===== src/rtl/seg_pkg.sv =====
// Shared types and constants for the multiplexed seven-segment scan controller.
package seg_pkg;

    localparam int unsigned DIG_N  = 4;
    localparam int unsigned NIB_W  = 4;
    localparam int unsigned DATA_W = DIG_N * NIB_W;
    localparam int unsigned SEG_W  = 7;

    typedef enum logic {
        BLANK = 1'b0,
        DRIVE = 1'b1
    } state_e;

    // Active-low cathode patterns, bit order {g,f,e,d,c,b,a}
    localparam logic [SEG_W-1:0] SEG_BLANK = 7'h7F;
    localparam logic [DIG_N-1:0] AN_OFF    = 4'b1111;

    localparam logic [SEG_W-1:0] GLYPH_0 = 7'h40;
    localparam logic [SEG_W-1:0] GLYPH_1 = 7'h79;
    localparam logic [SEG_W-1:0] GLYPH_2 = 7'h24;
    localparam logic [SEG_W-1:0] GLYPH_3 = 7'h30;
    localparam logic [SEG_W-1:0] GLYPH_4 = 7'h19;
    localparam logic [SEG_W-1:0] GLYPH_5 = 7'h12;
    localparam logic [SEG_W-1:0] GLYPH_6 = 7'h02;
    localparam logic [SEG_W-1:0] GLYPH_7 = 7'h78;
    localparam logic [SEG_W-1:0] GLYPH_8 = 7'h00;
    localparam logic [SEG_W-1:0] GLYPH_9 = 7'h10;
    localparam logic [SEG_W-1:0] GLYPH_A = 7'h08;
    localparam logic [SEG_W-1:0] GLYPH_B = 7'h03;
    localparam logic [SEG_W-1:0] GLYPH_C = 7'h46;
    localparam logic [SEG_W-1:0] GLYPH_D = 7'h21;
    localparam logic [SEG_W-1:0] GLYPH_E = 7'h06;
    localparam logic [SEG_W-1:0] GLYPH_F = 7'h0E;

    // Value shown on the display: four nibbles plus per-digit decimal points
    typedef struct packed {
        logic [DIG_N-1:0]  dp;
        logic [DATA_W-1:0] digits;
    } disp_t;

    // True when digit k (k>0) and every more significant nibble are zero
    function automatic logic lz_suppress(input logic [DATA_W-1:0] d, input logic [1:0] k);
        logic res;
        res = 1'b0;
        case (k)
            2'd3:    res = (d[15:12] == 4'h0);
            2'd2:    res = (d[15:8]  == 8'h00);
            2'd1:    res = (d[15:4]  == 12'h000);
            default: res = 1'b0;
        endcase
        return res;
    endfunction

endpackage


===== src/rtl/seg_scan_ctrl_if.sv =====
// Host-side load/control signals and display-side drive signals of the scan controller.
interface seg_scan_ctrl_if;
    import seg_pkg::*;

    logic                enable;
    logic                load;
    logic [DATA_W-1:0]   data_in;
    logic [DIG_N-1:0]    dp_in;
    logic                lz_blank;
    logic [DIG_N-1:0]    an;
    logic [SEG_W-1:0]    seg;
    logic                dp;
    logic                pending;
    logic                frame_done;

    modport master (
        output enable, load, data_in, dp_in, lz_blank,
        input  an, seg, dp, pending, frame_done
    );

    modport slave (
        input  enable, load, data_in, dp_in, lz_blank,
        output an, seg, dp, pending, frame_done
    );

endinterface


===== src/rtl/seg_decode.sv =====
// Hex nibble to active-low seven-segment glyph, purely combinational.
module seg_decode
    import seg_pkg::*;
(
    input  logic [NIB_W-1:0] nib_i,
    output logic [SEG_W-1:0] seg_c
);

    always_comb begin
        seg_c = GLYPH_F;
        case (nib_i)
            4'h0:    seg_c = GLYPH_0;
            4'h1:    seg_c = GLYPH_1;
            4'h2:    seg_c = GLYPH_2;
            4'h3:    seg_c = GLYPH_3;
            4'h4:    seg_c = GLYPH_4;
            4'h5:    seg_c = GLYPH_5;
            4'h6:    seg_c = GLYPH_6;
            4'h7:    seg_c = GLYPH_7;
            4'h8:    seg_c = GLYPH_8;
            4'h9:    seg_c = GLYPH_9;
            4'hA:    seg_c = GLYPH_A;
            4'hB:    seg_c = GLYPH_B;
            4'hC:    seg_c = GLYPH_C;
            4'hD:    seg_c = GLYPH_D;
            4'hE:    seg_c = GLYPH_E;
            default: seg_c = GLYPH_F;
        endcase
    end

endmodule


===== src/rtl/seg_scan_ctrl.sv =====
// Four-digit multiplexed seven-segment scanner with blanking gaps and
// frame-synchronous double-buffered display updates.
module seg_scan_ctrl
    import seg_pkg::*;
#(
    parameter int unsigned SCAN_DIV     = 50000,
    parameter int unsigned BLANK_CYCLES = 500
) (
    input  logic          in_clk,
    input  logic          reset,
    seg_scan_ctrl_if.slave bus
);

    localparam int unsigned CNT_MAX = (SCAN_DIV > BLANK_CYCLES) ? SCAN_DIV : BLANK_CYCLES;
    localparam int unsigned CNT_W   = (CNT_MAX > 1) ? $clog2(CNT_MAX) : 1;
    localparam logic [CNT_W-1:0] LAST_DRIVE = CNT_W'(SCAN_DIV - 1);
    localparam logic [CNT_W-1:0] LAST_BLANK = CNT_W'(BLANK_CYCLES - 1);

    state_e            state_q, state_d;
    logic [1:0]        idx_q, idx_d;
    logic [CNT_W-1:0]  cnt_q, cnt_d;
    disp_t             disp_q, disp_d;
    disp_t             shadow_q, shadow_d;
    logic              pending_q, pending_d;
    logic [DIG_N-1:0]  an_q, an_d;
    logic [SEG_W-1:0]  seg_q, seg_d;
    logic              dp_q, dp_d;
    logic              frame_done_q, frame_done_d;

    logic              boundary_c;
    logic [NIB_W-1:0]  nib_c;
    logic [SEG_W-1:0]  glyph_c;

    // Decode the nibble that will be on the bus in the next cycle
    assign nib_c = disp_d.digits[{idx_d, 2'b00} +: NIB_W];

    seg_decode u_decode (
        .nib_i (nib_c),
        .seg_c (glyph_c)
    );

    always_comb begin
        state_d      = state_q;
        idx_d        = idx_q;
        cnt_d        = cnt_q;
        disp_d       = disp_q;
        shadow_d     = shadow_q;
        pending_d    = pending_q;
        an_d         = AN_OFF;
        seg_d        = SEG_BLANK;
        dp_d         = 1'b1;
        frame_done_d = 1'b0;

        boundary_c = (state_q == DRIVE) && (idx_q == 2'd3) && (cnt_q == LAST_DRIVE);

        // Scan sequencing
        if (!bus.enable) begin
            state_d = BLANK;
            idx_d   = 2'd0;
            cnt_d   = '0;
        end else begin
            case (state_q)
                BLANK: begin
                    if (cnt_q == LAST_BLANK) begin
                        state_d = DRIVE;
                        cnt_d   = '0;
                    end else begin
                        cnt_d = cnt_q + CNT_W'(1);
                    end
                end
                DRIVE: begin
                    if (cnt_q == LAST_DRIVE) begin
                        state_d = BLANK;
                        idx_d   = idx_q + 2'd1;
                        cnt_d   = '0;
                    end else begin
                        cnt_d = cnt_q + CNT_W'(1);
                    end
                end
                default: begin
                    state_d = BLANK;
                    cnt_d   = '0;
                end
            endcase
        end

        // Display updates land only between frames or while dark, so a frame never tears
        if (bus.load) begin
            if (boundary_c || !bus.enable) begin
                disp_d    = '{dp: bus.dp_in, digits: bus.data_in};
                pending_d = 1'b0;
            end else begin
                shadow_d  = '{dp: bus.dp_in, digits: bus.data_in};
                pending_d = 1'b1;
            end
        end else if (pending_q && (boundary_c || !bus.enable)) begin
            disp_d    = shadow_q;
            pending_d = 1'b0;
        end

        if (state_d == DRIVE) begin
            an_d         = ~(4'b0001 << idx_d);
            seg_d        = (bus.lz_blank && lz_suppress(disp_d.digits, idx_d)) ? SEG_BLANK : glyph_c;
            dp_d         = ~disp_d.dp[idx_d];
            frame_done_d = (idx_d == 2'd3) && (cnt_d == LAST_DRIVE);
        end
    end

    always_ff @(posedge in_clk or negedge reset) begin
        if (!reset) begin
            state_q      <= BLANK;
            idx_q        <= 2'd0;
            cnt_q        <= '0;
            disp_q       <= '0;
            shadow_q     <= '0;
            pending_q    <= 1'b0;
            an_q         <= AN_OFF;
            seg_q        <= SEG_BLANK;
            dp_q         <= 1'b1;
            frame_done_q <= 1'b0;
        end else begin
            state_q      <= state_d;
            idx_q        <= idx_d;
            cnt_q        <= cnt_d;
            disp_q       <= disp_d;
            shadow_q     <= shadow_d;
            pending_q    <= pending_d;
            an_q         <= an_d;
            seg_q        <= seg_d;
            dp_q         <= dp_d;
            frame_done_q <= frame_done_d;
        end
    end

    assign bus.an         = an_q;
    assign bus.seg        = seg_q;
    assign bus.dp         = dp_q;
    assign bus.pending    = pending_q;
    assign bus.frame_done = frame_done_q;

endmodule


===== src/flat_wrapper.sv =====
// flat-port wrapper written by rule: the top's interface ports become plain ports
module seg_scan_ctrl_flat import seg_pkg::*;
#(
    parameter int unsigned SCAN_DIV     = 50000,
    parameter int unsigned BLANK_CYCLES = 500
)
  (in_clk, reset, bus_enable, bus_load, bus_data_in, bus_dp_in, bus_lz_blank, bus_an, bus_seg, bus_dp, bus_pending, bus_frame_done);
  seg_scan_ctrl_if bus_i ();
  input  logic in_clk;
  input  logic reset;
  input wire logic [$bits(bus_i.enable)-1:0] bus_enable;
  input wire logic [$bits(bus_i.load)-1:0] bus_load;
  input wire logic [$bits(bus_i.data_in)-1:0] bus_data_in;
  input wire logic [$bits(bus_i.dp_in)-1:0] bus_dp_in;
  input wire logic [$bits(bus_i.lz_blank)-1:0] bus_lz_blank;
  output wire logic [$bits(bus_i.an)-1:0] bus_an;
  output wire logic [$bits(bus_i.seg)-1:0] bus_seg;
  output wire logic [$bits(bus_i.dp)-1:0] bus_dp;
  output wire logic [$bits(bus_i.pending)-1:0] bus_pending;
  output wire logic [$bits(bus_i.frame_done)-1:0] bus_frame_done;
  assign bus_i.enable = bus_enable;
  assign bus_i.load = bus_load;
  assign bus_i.data_in = bus_data_in;
  assign bus_i.dp_in = bus_dp_in;
  assign bus_i.lz_blank = bus_lz_blank;
  assign bus_an = bus_i.an;
  assign bus_seg = bus_i.seg;
  assign bus_dp = bus_i.dp;
  assign bus_pending = bus_i.pending;
  assign bus_frame_done = bus_i.frame_done;
  seg_scan_ctrl #(.SCAN_DIV(SCAN_DIV), .BLANK_CYCLES(BLANK_CYCLES)) u_core (.in_clk(in_clk), .reset(reset), .bus(bus_i));
endmodule

===== config.mk =====
export PLATFORM = sky130hd
export DESIGN_NAME = seg_scan_ctrl_flat
export DESIGN_NICKNAME = d
export VERILOG_FILES = /design/src/rtl/seg_pkg.sv /design/src/rtl/seg_scan_ctrl_if.sv /design/src/rtl/seg_decode.sv /design/src/rtl/seg_scan_ctrl.sv /design/src/flat_wrapper.sv
export SDC_FILE = /design/constraint.sdc
export NUM_CORES = 1
export LEC_CHECK = 0
export ABC_AREA = 0
export BUFFER_PORTS_ARGS = -buffer_cell sky130_fd_sc_hd__buf_2
export CAP_MARGIN = 40
export CORE_MARGIN = 1
export CORE_UTILIZATION = 59
export CTS_CLUSTER_DIAMETER = 60
export CTS_CLUSTER_SIZE = 24
export DETAILED_ROUTE_END_ITERATION = 7
export HOLD_SLACK_MARGIN = 0.03
export PLACE_DENSITY = 0.91
export REMOVE_ABC_BUFFERS = 1
export SLEW_MARGIN = 30
export SYNTH_ARGS = -nofsm -noshare
export SYNTH_HDL_FRONTEND = slang
export SYNTH_SLANG_ARGS = --single-unit
export TNS_END_PERCENT = 5

===== constraint.sdc =====
create_clock -name in_clk -period 4.3 [get_ports in_clk]
set_clock_uncertainty 0.1 [all_clocks]
set_input_delay 0.43 -clock in_clk [delete_from_list [all_inputs] [get_ports in_clk]]
set_output_delay 0.43 -clock in_clk [all_outputs]
set_load 0.01 [all_outputs]

Yosys cells after proc, flatten, opt, wreduce, memory -nomap -nowiden:

Memories as Yosys holds them, arrays and structs flattened.
Cells that the tools add are included.

* $add $sub $neg: 2
* order comparisons: 1
* eq/ne operators: 7
* shift operators: 2
* muxes and demuxes: 26
* bitwise gates (word level): 4
* reduce and logical (&&, ||, !) cells: 12

Operators with widths (number)
* $mux W20: 3
* $mux W16: 3
* $eq A16 B16 Y1 const B: 2
* $pmux W16 S2: 1
* $add A16 B1 Y16 const B: 1
* $eq A16 B9 Y1 const B: 1
* $shiftx A16 B5 Y4: 1
* $mux W7: 2
* $logic_not A12 Y1: 1
* $mux W1: 10
* $logic_not A8 Y1: 1
* $eq A2 B2 Y1 const B: 3
* $mux W2: 3
* $logic_and A1 B1 Y1: 5
* $logic_not A4 Y1: 1
* $mux W4: 1
* $not A4 Y4: 1
* $shl A1 B2 Y4 const A: 1
* $lt A2 B3 Y1 const B: 1
* $not A1 Y1: 3
* $pmux W1 S3: 1
* $add A2 B1 Y2 const B: 1
* $bmux W1 S2: 1
* $eq A2 B1 Y1 const B: 1
* other kinds (5): 5

* flip-flop bits (word level): 73
* memory bits (read-only): 112
* input port bits: 25
* output and inout bits: 14
* logic and storage cells: 67
* memories: 1

Memories
* (name not given): words 16, bits a word 7, rd ports 1, clocked after Yosys merged registers in 0, wr ports 0, line seg_decode.sv:11 `case (nib_i)`

Longest topological paths before layout:

Gate-level depths: netlist (run 1).

* word-level depth: 13
* depth in mapped cells: 16
* gate-level depth less buffers: 13

Hierarchy:

Synthesis (run 1) repeated with hierarchy kept, for this count alone.

* cells, all modules: 424
* area, all modules: 4159.0 um^2

By module, submodules not included
* seg_scan_ctrl: times used 1, cells each 393, area each 3897.5 um^2, seq. area each 1841.8 um^2
* seg_decode: times used 1, cells each 31, area each 261.5 um^2, seq. area each 0.0 um^2

Least setup slack after synthesis (run 1):

No wires, ideal clock.

* path type: register -> register
* start: register u_core.cnt_q[0]
* end: register u_core.seg_q[3] (netlist: u_core.bus.seg[3])
* setup time: 0.081 ns
* arrival time: 3.186 ns
* data required time: 4.119 ns
* setup slack: 0.933 ns
* stages on the path, launching flop included: 16
* buffers on the path: 5
* clock period less this slack: 3.367 ns
* cell sequence: dfrtp_1 ha_1 and3_1 clkbuf_1 and3_1 clkbuf_1 a21o_1 buf_2 buf_2 buf_2 o221ai_1 o221ai_1 inv_1 ha_1 a211o_1 o211ai_1

* cells in the longest elaborated chain, start to end: 12
* elaborated cells between the ends (all ways): 28
* those cells by class: eq/ne (5); shift (1); mux (14); reduce/logical (7); memory (1)

RTL lines
* start: declaration: line seg_scan_ctrl.sv:21 `logic [CNT_W-1:0] cnt_q, cnt_d;`
* start signal: assignment: line seg_scan_ctrl.sv:124 `cnt_q <= cnt_d;`
* branches (longest 11 deep; another with $mem_v2 Z16 W7)
* $mux W7 (*): line seg_scan_ctrl.sv:101 `if (state_d == DRIVE) begin`
* via u_core.seg_d[3]: line seg_scan_ctrl.sv:26 `logic [SEG_W-1:0] seg_q, seg_d;`
* end signal: assignment: line seg_scan_ctrl.sv:129 `seg_q <= seg_d;`
* end: declaration: line seg_scan_ctrl.sv:26

Mark *: on every way through the listed nets, which the timed path passes. The select of a mux whose other input is x is not followed.
A chain may end at the register's enable or synchronous reset.

Worst setup path in the final report (run 1):

Ends and elaborated chain as after synthesis.

==> run_results.csv, run 1 <==
group,metric,value,unit
status,status,"complete, no violations",
cells_and_area,n_fill_cell,454,
logic_synthesis,ys_warn_count,0,
logic_synthesis,synth-edff-count,0,
cells_and_area,fin_cells,520,
drt,dr.pass1.iters,5,
placement,hpwl,6470,um
pwr,p_leak,1.90,nW
sta,finalHoldViolCount,0,
drt,vias_per_cell,6.44,
cells_and_area,multi_input_area,1880,sq um
setup_path,worst-path-max-fanout,21,
clock_network,clkTransAtPathRegs,0.08,ns
logic_synthesis,avgSynthCellArea,9.81,sq um
sta,whs,0.224,ns
logic_synthesis,synthCells,398,
sta,slew_headroom,0.534,
clock_network,clk-insertion-delay-late,0.35,ns
logic_synthesis,async_flop_share,1.00,
floorplan,pin_count,39,
logic_synthesis,syn_area,3900,sq um
logic_synthesis,synth-main-ff-cell,"dfrtp_1",
placement,placed_area,4160,sq um
clock_network,cts_htree_levels,3,
sta,setup_viol_count_final,0,
cells_and_area,fin_area,4420,sq um
floorplan,rows,29,
floorplan,die-height,83.3,um
setup_path,ff2ff_setup_slack,0.62,ns
grt,grt_max_degree,40,
drt,drt_wl_total,9340,um
clock_network,cts_sinks,73,
drt,vias,3347,
logic_synthesis,synth_cell_type_count,60,
grt,grt_antenna_before_repair,0,
setup_path,critPathRequiredTime,4.48,ns
drt,ant_nets,0,
min_path,hp-class,"primary input to register",
logic_synthesis,synth_area_leader_cell,"dfrtp_1",
placement,io_buffers,38,
logic_synthesis,synth.top_cell.area_share,0.391,
logic_synthesis,ys_ff_latch,73,
placement,gp_routability_congestion,0.916,
setup_path,start_kind,"register",
drt,drtIter0Drc,460,
sta,fin_tns_setup,0,ns
floorplan,die_w,83.3,um
drt,wire_per_inst,18.0,um
clock_network,cts_buffer_depth,2,
grt,grt.overflow.total,0,
clock_network,cts_resized,0,
pwr,p_per_area,377,nW/um^2
cells_and_area,num_antenna_cells,0,
floorplan,initial_core_util,0.615,
sta,fin_crit,3.68,ns
floorplan,core_area,6350,sq um
pwr,ir_worst_vdd,272,uV
sta,worst_pin_slew,0.698,ns
grt,grt_pass1_vias,3173,
clock_network,cts_root_buf,"clkbuf_8",
logic_synthesis,synth-seq-area-share,0.472,
cells_and_area,final_util,0.696,
clock_network,hold_buffers,0,
grt,track_usage,0.280,
clock_network,cts_setup_buffers,0,
placement,place_inst,502,
drt,drc_errors,0,
sta,drv_slew,0,
cells_and_area,drive_gt1_frac,0.253,
flow_run,drv_cap,0,
cells_and_area,nets,470,
clock_network,cts_tree,"yes",
logic_synthesis,synthTopCellsByArea,"dfrtp_1 (39%), dfstp_2 (8.1%), mux2_2 (5.2%)",
setup_path,crit_type,"register to register",
setup_path,cp.arrival,3.85,ns
setup_path,worstSetupEndpointType,"register",
sta,min_period_over_period,0.855,
grt,grt_pass1_wl,15400,um
sta,rsz0062_at_grt,"false",
cells_and_area,seq_area,1840,sq um
cells_and_area,syn2layout_area_growth,13.2,%
sta,fmaxAchievable,272,MHz
clock_network,numCtsBuffers,9,
floorplan,fp.dieArea,6940,sq um
[layer usage]
metal  vias to the layer above  part of all wire  track usage
met5                         -                 0            0
met1                      1613              0.43        0.386
met3                        30             0.070       0.0537
met4                         0             0.027        0.118
li1                       1538                 -            -
met2                       166              0.47        0.436
[layout by cell type (no fill, tap or decap), types with 3 or more instances in the layout]
| master | instances |
|---|---|
| a21o_1 | 3 |
| a21oi_1 | 20 |
| a22oi_1 | 9 |
| a31o_2 | 5 |
| a31oi_1 | 7 |
| a41oi_1 | 3 |
| and3_1 | 5 |
| buf_2 | 38 |
| buf_4 | 9 |
| clkbuf_8 | 10 |
| dfrtp_1 | 61 |
| dfstp_2 | 12 |
| ha_1 | 7 |
| inv_1 | 23 |
| mux2_2 | 18 |
| mux2i_1 | 5 |
| nand2_1 | 35 |
| nand3_1 | 12 |
| nand4_1 | 3 |
| nor2_1 | 36 |
| nor2b_1 | 4 |
| nor3_1 | 5 |
| o211ai_1 | 6 |
| o21ai_0 | 15 |
| o221ai_1 | 6 |
| o22a_1 | 4 |
| o22ai_1 | 15 |
| o32ai_1 | 4 |
| or2_2 | 4 |
| or3_1 | 4 |
| xnor2_1 | 6 |
| xor2_1 | 7 |
[logic make-up (layout without fill, tap and decap cells)]
group / Yosys count / count (layout) / synth area share
DFF: 73 / 73 / 0.472
xor gates and xnor gates: 13 / 13 / 0.0292
muxes: 23 / 23 / 0.0648
and+or+nand+nor: 125 / 125 / 0.156
AOI/OAI and AO/OA: 112 / 112 / 0.206
buffers and inverters: 45 / 90 / 0.0487
adders and majority gates: 7 / 7 / 0.0224
[through the flow]
stage	setup WS [ns]	total power, mW
finish	0.623	1.66
detailed placement	0.709	1.07
global route	0.297	1.74
global placement	0.814	1.05
CTS	0.677	1.66
floorplan	0.642	0.974
[critical path, cell delays in order, from the launching register on]
cell and delay, ns:
dfrtp_1 0.40, ha_1 0.24, and3_1 0.29, and3_1 0.31
a21o_1 0.61, o221ai_1 0.26, o221ai_1 0.56, inv_1 0.15
ha_1 0.34, a211o_1 0.26, o211ai_1 0.09
[report_power, final]
| group | internal (mW) | switching (mW) |
|---|---|---|
| registers | 0.748 | 0.0388 |
| logic | 0.121 | 0.160 |
| clock network | 0.342 | 0.256 |
| total | 1.21 | 0.454 |
[cell usage after synthesis, types with 3 or more instances]
cell       n
dfrtp_1   61
nor2_1    36
nand2_1   35
inv_1     23
a21oi_1   20
mux2_2    18
o21ai_0   15
o22ai_1   15
dfstp_2   12
nand3_1   12
clkbuf_1  11
a22oi_1    9
a31oi_1    7
ha_1       7
xor2_1     7
nor3_1     6
o211ai_1   6
o221ai_1   6
xnor2_1    6
a31o_2     5
and3_1     5
buf_2      5
mux2i_1    5
nor2b_1    4
o22a_1     4
o32ai_1    4
or2_2      4
or3_1      4
a21o_1     3
a41oi_1    3
nand4_1    3
[state kept, by name, summed over array words and instances (netlist names)]
| signal | cells |
|---|---|
| u_core.state_q | 1 |
| u_core.bus.dp | 1 |
| u_core.bus.frame_done | 1 |
| u_core.shadow_q | 20 |
| u_core.bus.pending | 1 |
| u_core.bus.seg | 7 |
| u_core.idx_q | 2 |
| u_core.disp_q | 20 |
| u_core.bus.an | 4 |
| u_core.cnt_q | 16 |
[cell type report]
| cell class | instances | share of cell area |
|---|---|---|
| multi-input cells | 280 | 0.425 |
| flip-flops and latches | 73 | 0.417 |
| repair buffers | 49 | 0.0652 |
| clock buffers | 11 | 0.0320 |
| well taps | 77 | 0.0218 |
| inverters | 25 | 0.0212 |
| clock inverters | 5 | 0.0181 |
[final timing paths]
path,from,end,cells after the start
worst max-delay path,u_core.cnt_q[0],u_core.bus.seg[3],10
max in group asynchronous,reset,u_core.bus.seg[4],4
worst max register to register,u_core.cnt_q[0],u_core.bus.seg[3],10
worst min register to register,u_core.cnt_q[0],u_core.cnt_q[0],1
min in group asynchronous,reset,u_core.cnt_q[15],2
worst min-delay path,bus_data_in[3],u_core.shadow_q[3],2
(Power assumes the default switching activity.)
==> inputs of run 2 (changes only) <==
--- a/config.mk
+++ b/config.mk
@@ -14,7 +14,7 @@
 export CTS_CLUSTER_SIZE = 24
 export DETAILED_ROUTE_END_ITERATION = 7
 export HOLD_SLACK_MARGIN = 0.03
-export PLACE_DENSITY = 0.91
+export PLACE_DENSITY = 0.8
 export REMOVE_ABC_BUFFERS = 1
 export SLEW_MARGIN = 30
 export SYNTH_ARGS = -nofsm -noshare
==> run 2 against run 1 <==
Compared with the run above:
- sequential power barely moved
- fmax fell by 3.1%
- wire length fell by 1.2%
- critical endpoint unchanged
- register-to-register slack got worse by 0.12 ns
- power fell by 3.2%
- worst hold slack got worse by 0.00094 ns
- final cell count rose by 0.58%
- clock power fell by 8.7%
==> run_results.csv, run 2 (same netlist as run 1, synthesis figures left out) <==
group,metric,value,unit
status,status,"complete, no violations",
clock_network,cts_setup_buffers,0,
sta,drv_slew,0,
cells_and_area,layout_common_cells,"dfrtp_1 (61), buf_2 (38), nor2_1 (36), nand2_1 (35), inv_1 (23)",
clock_network,cts_sinks,73,
clock_network,numCtsBuffers,9,
floorplan,die_w,83.3,um
setup_path,cp_top_family,"compound AO/OA/AOI/OAI gates",
cells_and_area,nets,473,
grt,grt_pass1_wl,15300,um
drt,drc_errors,0,
grt,grt_pass1_vias,3218,
sta,setup_viol_count_final,0,
pwr,ir_worst_vdd,245,uV
drt,dr.pass1.iters,5,
clock_network,cts_tree,"yes",
sta,worst_pin_slew,0.840,ns
clock_network,cts_buffer_depth,2,
clock_network,cts_resized,0,
setup_path,critical-path-slowest-cell,"o32a_1",
cells_and_area,syn2layout_area_growth,13.4,%
cells_and_area,fin_area,4430,sq um
cells_and_area,drive_gt1_frac,0.258,
clock_network,clk-insertion-delay-late,0.35,ns
pwr,seqPwrFrac,0.486,
setup_path,worstSetupEndpointType,"register",
cells_and_area,n_fill_cell,504,
setup_path,start_kind,"register",
pwr,switchingPower,0.457,mW
cells_and_area,final_common_cell,"dfrtp_1",
sta,slew_headroom,0.436,
pwr,clkPwrFrac,0.338,
cells_and_area,top_regs,"u_core.disp_q x20, u_core.shadow_q x20, u_core.cnt_q x16",
clock_network,clkTransAtPathRegs,0.08,ns
drt,wire_per_inst,17.6,um
clock_network,hold_buffers,1,
grt,grt_max_degree,30,
flow_run,drv_cap,0,
pwr,p_leak,1.90,nW
clock_network,cts_htree_levels,3,
grt,grt_antenna_before_repair,0,
placement,hpwl,6450,um
pwr,power_frac_comb,0.175,
setup_path,critPathRequiredTime,4.47,ns
grt,use_met2,0.432,
drt,vias_per_cell,6.30,
sta,min_period_over_period,0.882,
pwr,p_int,1.15,mW
floorplan,fp.dieArea,6940,sq um
sta,rsz0062_at_grt,"false",
min_path,hp-class,"primary input to register",
placement,placed_area,4200,sq um
cells_and_area,seq_area,1840,sq um
grt,top_usage_layer,"met2",
floorplan,rows,29,
cells_and_area,multi_input_area,1870,sq um
sta,fin_crit,3.79,ns
grt,globalRouteMet1Util,0.388,
floorplan,initial_core_util,0.615,
sta,finalHoldViolCount,0,
floorplan,pin_count,39,
clock_network,cts_root_buf,"clkbuf_8",
setup_path,worst-path-max-fanout,11,
drt,drt_wl_total,9220,um
grt,track_usage,0.280,
sta,fmaxAchievable,264,MHz
setup_path,cp.arrival,3.96,ns
pwr,p_per_area,364,nW/um^2
floorplan,die-height,83.3,um
grt,use_met3,0.0606,
floorplan,core_area,6350,sq um
cells_and_area,num_antenna_cells,0,
setup_path,worstPathCellList,"or3_1 -> or3_4 -> o32a_1 -> o221ai_1 -> inv_1 -> a22oi_1 -> o221ai_1 -> inv_1 -> ha_1 -> a211o_1 -> o211ai_1",
setup_path,crit_path_max_incr_delay,0.55,ns
drt,vias,3294,
pwr,swShare,0.284,
sta,whs,0.223,ns
drt,ant_nets,0,
setup_path,path_buf_inv,2,
setup_path,crit_type,"register to register",
sta,fin_tns_setup,0,ns
placement,io_buffers,38,
grt,grt.overflow.total,0,
placement,gp_routability_congestion,0.910,
drt,drtIter0Drc,351,
-- run 2: cell types whose count changed in the layout (fill, tap and decap cells not counted), sizes merged --
| cell | change |
|---|---|
| buf | +2 |
| clkinv | +2 |
| bufinv | -1 |
-- run 2: power by group through the flow --
stage,clock network [mW],logic (mW),registers [mW]
floorplan,0,0.185,0.789
global placement,0,0.261,0.793
detailed placement,0,0.275,0.796
CTS,0.555,0.279,0.783
global route,0.579,0.312,0.791
finish,0.545,0.283,0.784
-- run 2: metal layers --
layer | wire (um) | vias to the layer above
li1 | - | 1545
met1 | 4040 | 1580
met3 | 669 | 21
met5 | 0 | -
met4 | 193 | 0
met2 | 4320 | 148
-- run 2: stage by stage --
step	worst slack [ns]	total power [mW]	instances	util
final	0.506	1.61	523	0.697
after global routing	0.236	1.68	523	0.697
after CTS	0.559	1.62	522	0.696
after detailed placement	0.579	1.07	505	0.662
after global placement	0.659	1.05	503	0.656
after floorplan	0.642	0.974	378	-
-- run 2: layout make-up --
cell class / instances / share of cell area
clock buffers: 10 / 0.0311
clock inverters: 6 / 0.0153
inverters: 25 / 0.0212
multi-input cells: 280 / 0.423
flip-flops and latches: 73 / 0.416
well taps: 77 / 0.0218
repair buffers: 52 / 0.0718
-- run 2: final timing paths --
kind                               startpoint  slack, ns  depth (start not counted)                  end
setup / recovery              u_core.cnt_q[7]       0.51                         11    u_core.bus.seg[3]
hold / removal                   bus_dp_in[3]       0.22                          2  u_core.shadow_q[19]
setup reg to reg              u_core.cnt_q[7]       0.51                         11    u_core.bus.seg[3]
hold reg to reg            u_core.shadow_q[9]       0.40                          1   u_core.shadow_q[9]
max in group asynchronous               reset       2.85                          3    u_core.bus.seg[2]
min in group asynchronous               reset       0.46                          2  u_core.shadow_q[19]
==> inputs of run 3 (changes only) <==
--- a/config.mk
+++ b/config.mk
@@ -9,15 +9,16 @@
 export BUFFER_PORTS_ARGS = -buffer_cell sky130_fd_sc_hd__buf_2
 export CAP_MARGIN = 40
 export CORE_MARGIN = 1
-export CORE_UTILIZATION = 59
+export CORE_UTILIZATION = 60
 export CTS_CLUSTER_DIAMETER = 60
 export CTS_CLUSTER_SIZE = 24
 export DETAILED_ROUTE_END_ITERATION = 7
 export HOLD_SLACK_MARGIN = 0.03
-export PLACE_DENSITY = 0.8
+export PLACE_DENSITY = 0.81
 export REMOVE_ABC_BUFFERS = 1
 export SLEW_MARGIN = 30
 export SYNTH_ARGS = -nofsm -noshare
 export SYNTH_HDL_FRONTEND = slang
+export SYNTH_HIERARCHICAL = 1
 export SYNTH_SLANG_ARGS = --single-unit
 export TNS_END_PERCENT = 5
==> run 3 against run 2 <==
Compared with the run above:
- worst hold slack barely moved
- via count is 5.7% higher
- register-to-register slack got worse by 0.24 ns
- power grew 5.8%
- critical path type unchanged
==> run_results.csv, run 3 <==
group,metric,value,unit
drt,ant_nets,0,
drt,vias,3482,
drt,drtIter0Drc,221,
drt,drc_errors,0,
clock_network,cts_sinks,73,
floorplan,die-height,85.3,um
logic_synthesis,synth-edff-count,0,
drt,drt_wl_total,9970,um
grt,grt.overflow.total,0,
cells_and_area,drive_gt1_frac,0.261,
logic_synthesis,synth_cell_type_count,60,
grt,grt_pass1_wl,16800,um
floorplan,core_area,6530,sq um
logic_synthesis,synthCells,424,
grt,grt_antenna_before_repair,0,
sta,drv_slew,0,
floorplan,initial_core_util,0.637,
logic_synthesis,synth.top_cells.by_count,"dfrtp_1 (61), nor2_1 (52), inv_1 (24)",
setup_path,crit_type,"register to register",
clock_network,clkTransAtPathRegs,0.08,ns
logic_synthesis,async_flop_share,1.00,
cells_and_area,syn2layout_area_growth,13.5,%
cells_and_area,fin_cells,548,
placement,gp_routability_congestion,0.908,
cells_and_area,layout_common_cells,"dfrtp_1 (61), nor2_1 (52), buf_2 (39), inv_1 (24), mux2_2 (22)",
setup_path,worstSetupEndpointType,"register",
logic_synthesis,synth_most_common_cell,"dfrtp_1",
clock_network,clk-insertion-delay-late,0.36,ns
sta,slew_headroom,0.492,
logic_synthesis,synth-main-ff-cell,"dfrtp_1",
status,status,"complete, no violations",
clock_network,cts_tree,"yes",
sta,fmaxAchievable,248,MHz
sta,setup_viol_count_final,0,
setup_path,start_kind,"register",
cells_and_area,final_common_cell,"dfrtp_1",
sta,min_period_over_period,0.938,
floorplan,rows,29,
sta,fin_tns_setup,0,ns
logic_synthesis,avgSynthCellArea,9.81,sq um
clock_network,cts_root_buf,"clkbuf_8",
logic_synthesis,ys_ff_latch,73,
sta,whs,0.223,ns
flow_run,drv_cap,0,
placement,hpwl,7160,um
pwr,ir_worst_vdd,235,uV
placement,io_buffers,38,
drt,vias_per_cell,6.35,
sta,finalHoldViolCount,0,
pwr,p_leak,2.03,nW
logic_synthesis,ys_warn_count,6,
sta,rsz0062_at_grt,"false",
placement,place_inst,529,
cells_and_area,num_antenna_cells,0,
floorplan,pin_count,39,
drt,wire_per_inst,18.2,um
setup_path,worst-path-max-fanout,13,
logic_synthesis,synth.top_cell.area_share,0.367,
grt,grt_pass1_vias,3412,
setup_path,cp.arrival,4.21,ns
cells_and_area,n_fill_cell,478,
setup_path,critPathRequiredTime,4.47,ns
sta,worst_pin_slew,0.754,ns
clock_network,cts_buffer_depth,2,
floorplan,die_w,85.3,um
cells_and_area,top_regs,"u_core/disp_q x20, u_core/shadow_q x20, u_core/cnt_q x16",
logic_synthesis,synthTopCellsByArea,"dfrtp_1 (37%), dfstp_2 (7.6%), mux2_2 (6.0%)",
floorplan,fp.dieArea,7270,sq um
logic_synthesis,synth_area_leader_cell,"dfrtp_1",
sta,fin_crit,4.03,ns
pwr,p_per_area,361,nW/um^2
drt,dr.pass1.iters,5,
logic_synthesis,syn_area,4160,sq um
grt,track_usage,0.297,
min_path,hp-class,"primary input to register",
clock_network,numCtsBuffers,9,
logic_synthesis,synth-seq-area-share,0.443,
clock_network,cts_htree_levels,3,
grt,grt_max_degree,42,
cells_and_area,nets,500,
run 3: per-stage QoR:
stage	utilization	setup slack (ns)	instance area, sq um	power (mW)
5_1_grt	0.723	0.0277	4720	1.79
6_report	0.723	0.265	4720	1.71
3_3_place_gp	0.679	0.465	4440	1.08
2_1_floorplan	-	0.0755	4070	0.995
3_5_place_dp	0.682	0.292	4450	1.10
4_1_cts	0.716	0.266	4680	1.71
run 3: worst max-delay path: stages (launching register included):
cell and delay [ns]:
dfrtp_1 0.42, ha_1 0.25, nand3_1 0.18, or4_4 0.67, o21ai_1 0.16, buf_4 0.21
a31oi_1 0.11, o221a_2 0.27, mux2_2 0.27, mux2_2 0.32, inv_1 0.14, ha_1 0.14
inv_1 0.05, mux4_1 0.49, nor2_1 0.12, o21ai_1 0.07
run 3: layer usage:
| layer | vias to the layer above | global-route usage | part of all wire |
|---|---|---|---|
| met5 | - | 0 | 0 |
| li1 | 1640 | - | - |
| met4 | 0 | 0.0894 | 0.0089 |
| met3 | 9 | 0.0661 | 0.063 |
| met1 | 1702 | 0.418 | 0.46 |
| met2 | 131 | 0.466 | 0.47 |
run 3: final cells by class:
class / instances / area [sq um] / area share
Clock buffer: 10 / 138 / 0.0291
Clock inverter: 6 / 90.1 / 0.0191
Inverter: 26 / 97.6 / 0.0207
Multi-Input combinational cell: 303 / 2130 / 0.451
Sequential cell: 73 / 1840 / 0.390
Tap cell: 77 / 96.3 / 0.0204
Timing Repair Buffer: 53 / 330 / 0.0700
run 3: kinds of logic (layout without fill, tap and decap cells):
| group | count (synthesis) | after routing | synth area share |
|---|---|---|---|
| mux | 34 | 34 | 0.0984 |
| fa+ha+maj | 9 | 9 | 0.0271 |
| flops | 73 | 73 | 0.443 |
| compound gates | 98 | 98 | 0.167 |
| simple gates | 147 | 147 | 0.188 |
| xor+xnor | 15 | 15 | 0.0316 |
| buf+inv | 48 | 95 | 0.0454 |
run 3: worst paths after layout:
check / from / end / slack, ns / cells after the start
worst max-delay path: u_core/cnt_q[0] / u_core/bus.seg[3] / 0.27 / 15
worst min-delay path: bus_data_in[3] / u_core/shadow_q[3] / 0.22 / 2
worst max register to register: u_core/cnt_q[0] / u_core/bus.seg[3] / 0.27 / 15
worst min register to register: u_core/shadow_q[17] / u_core/shadow_q[17] / 0.41 / 1
max in group asynchronous: reset / u_core/bus.seg[1] / 2.62 / 4
min in group asynchronous: reset / u_core/cnt_q[13] / 0.43 / 2
run 3: power by group:
part | total [mW] | internal [mW] | switching [mW]
clock network | 0.607 | 0.344 | 0.263
registers | 0.789 | 0.749 | 0.0400
logic | 0.310 | 0.138 | 0.171
total | 1.71 | 1.23 | 0.474
run 3: timing repair:
action                    in CTS  in global routing
hold endpoints to repair       0                 12
resized for setup              0                  0
buffers inserted               0                  0
hold buffers                   0                  1
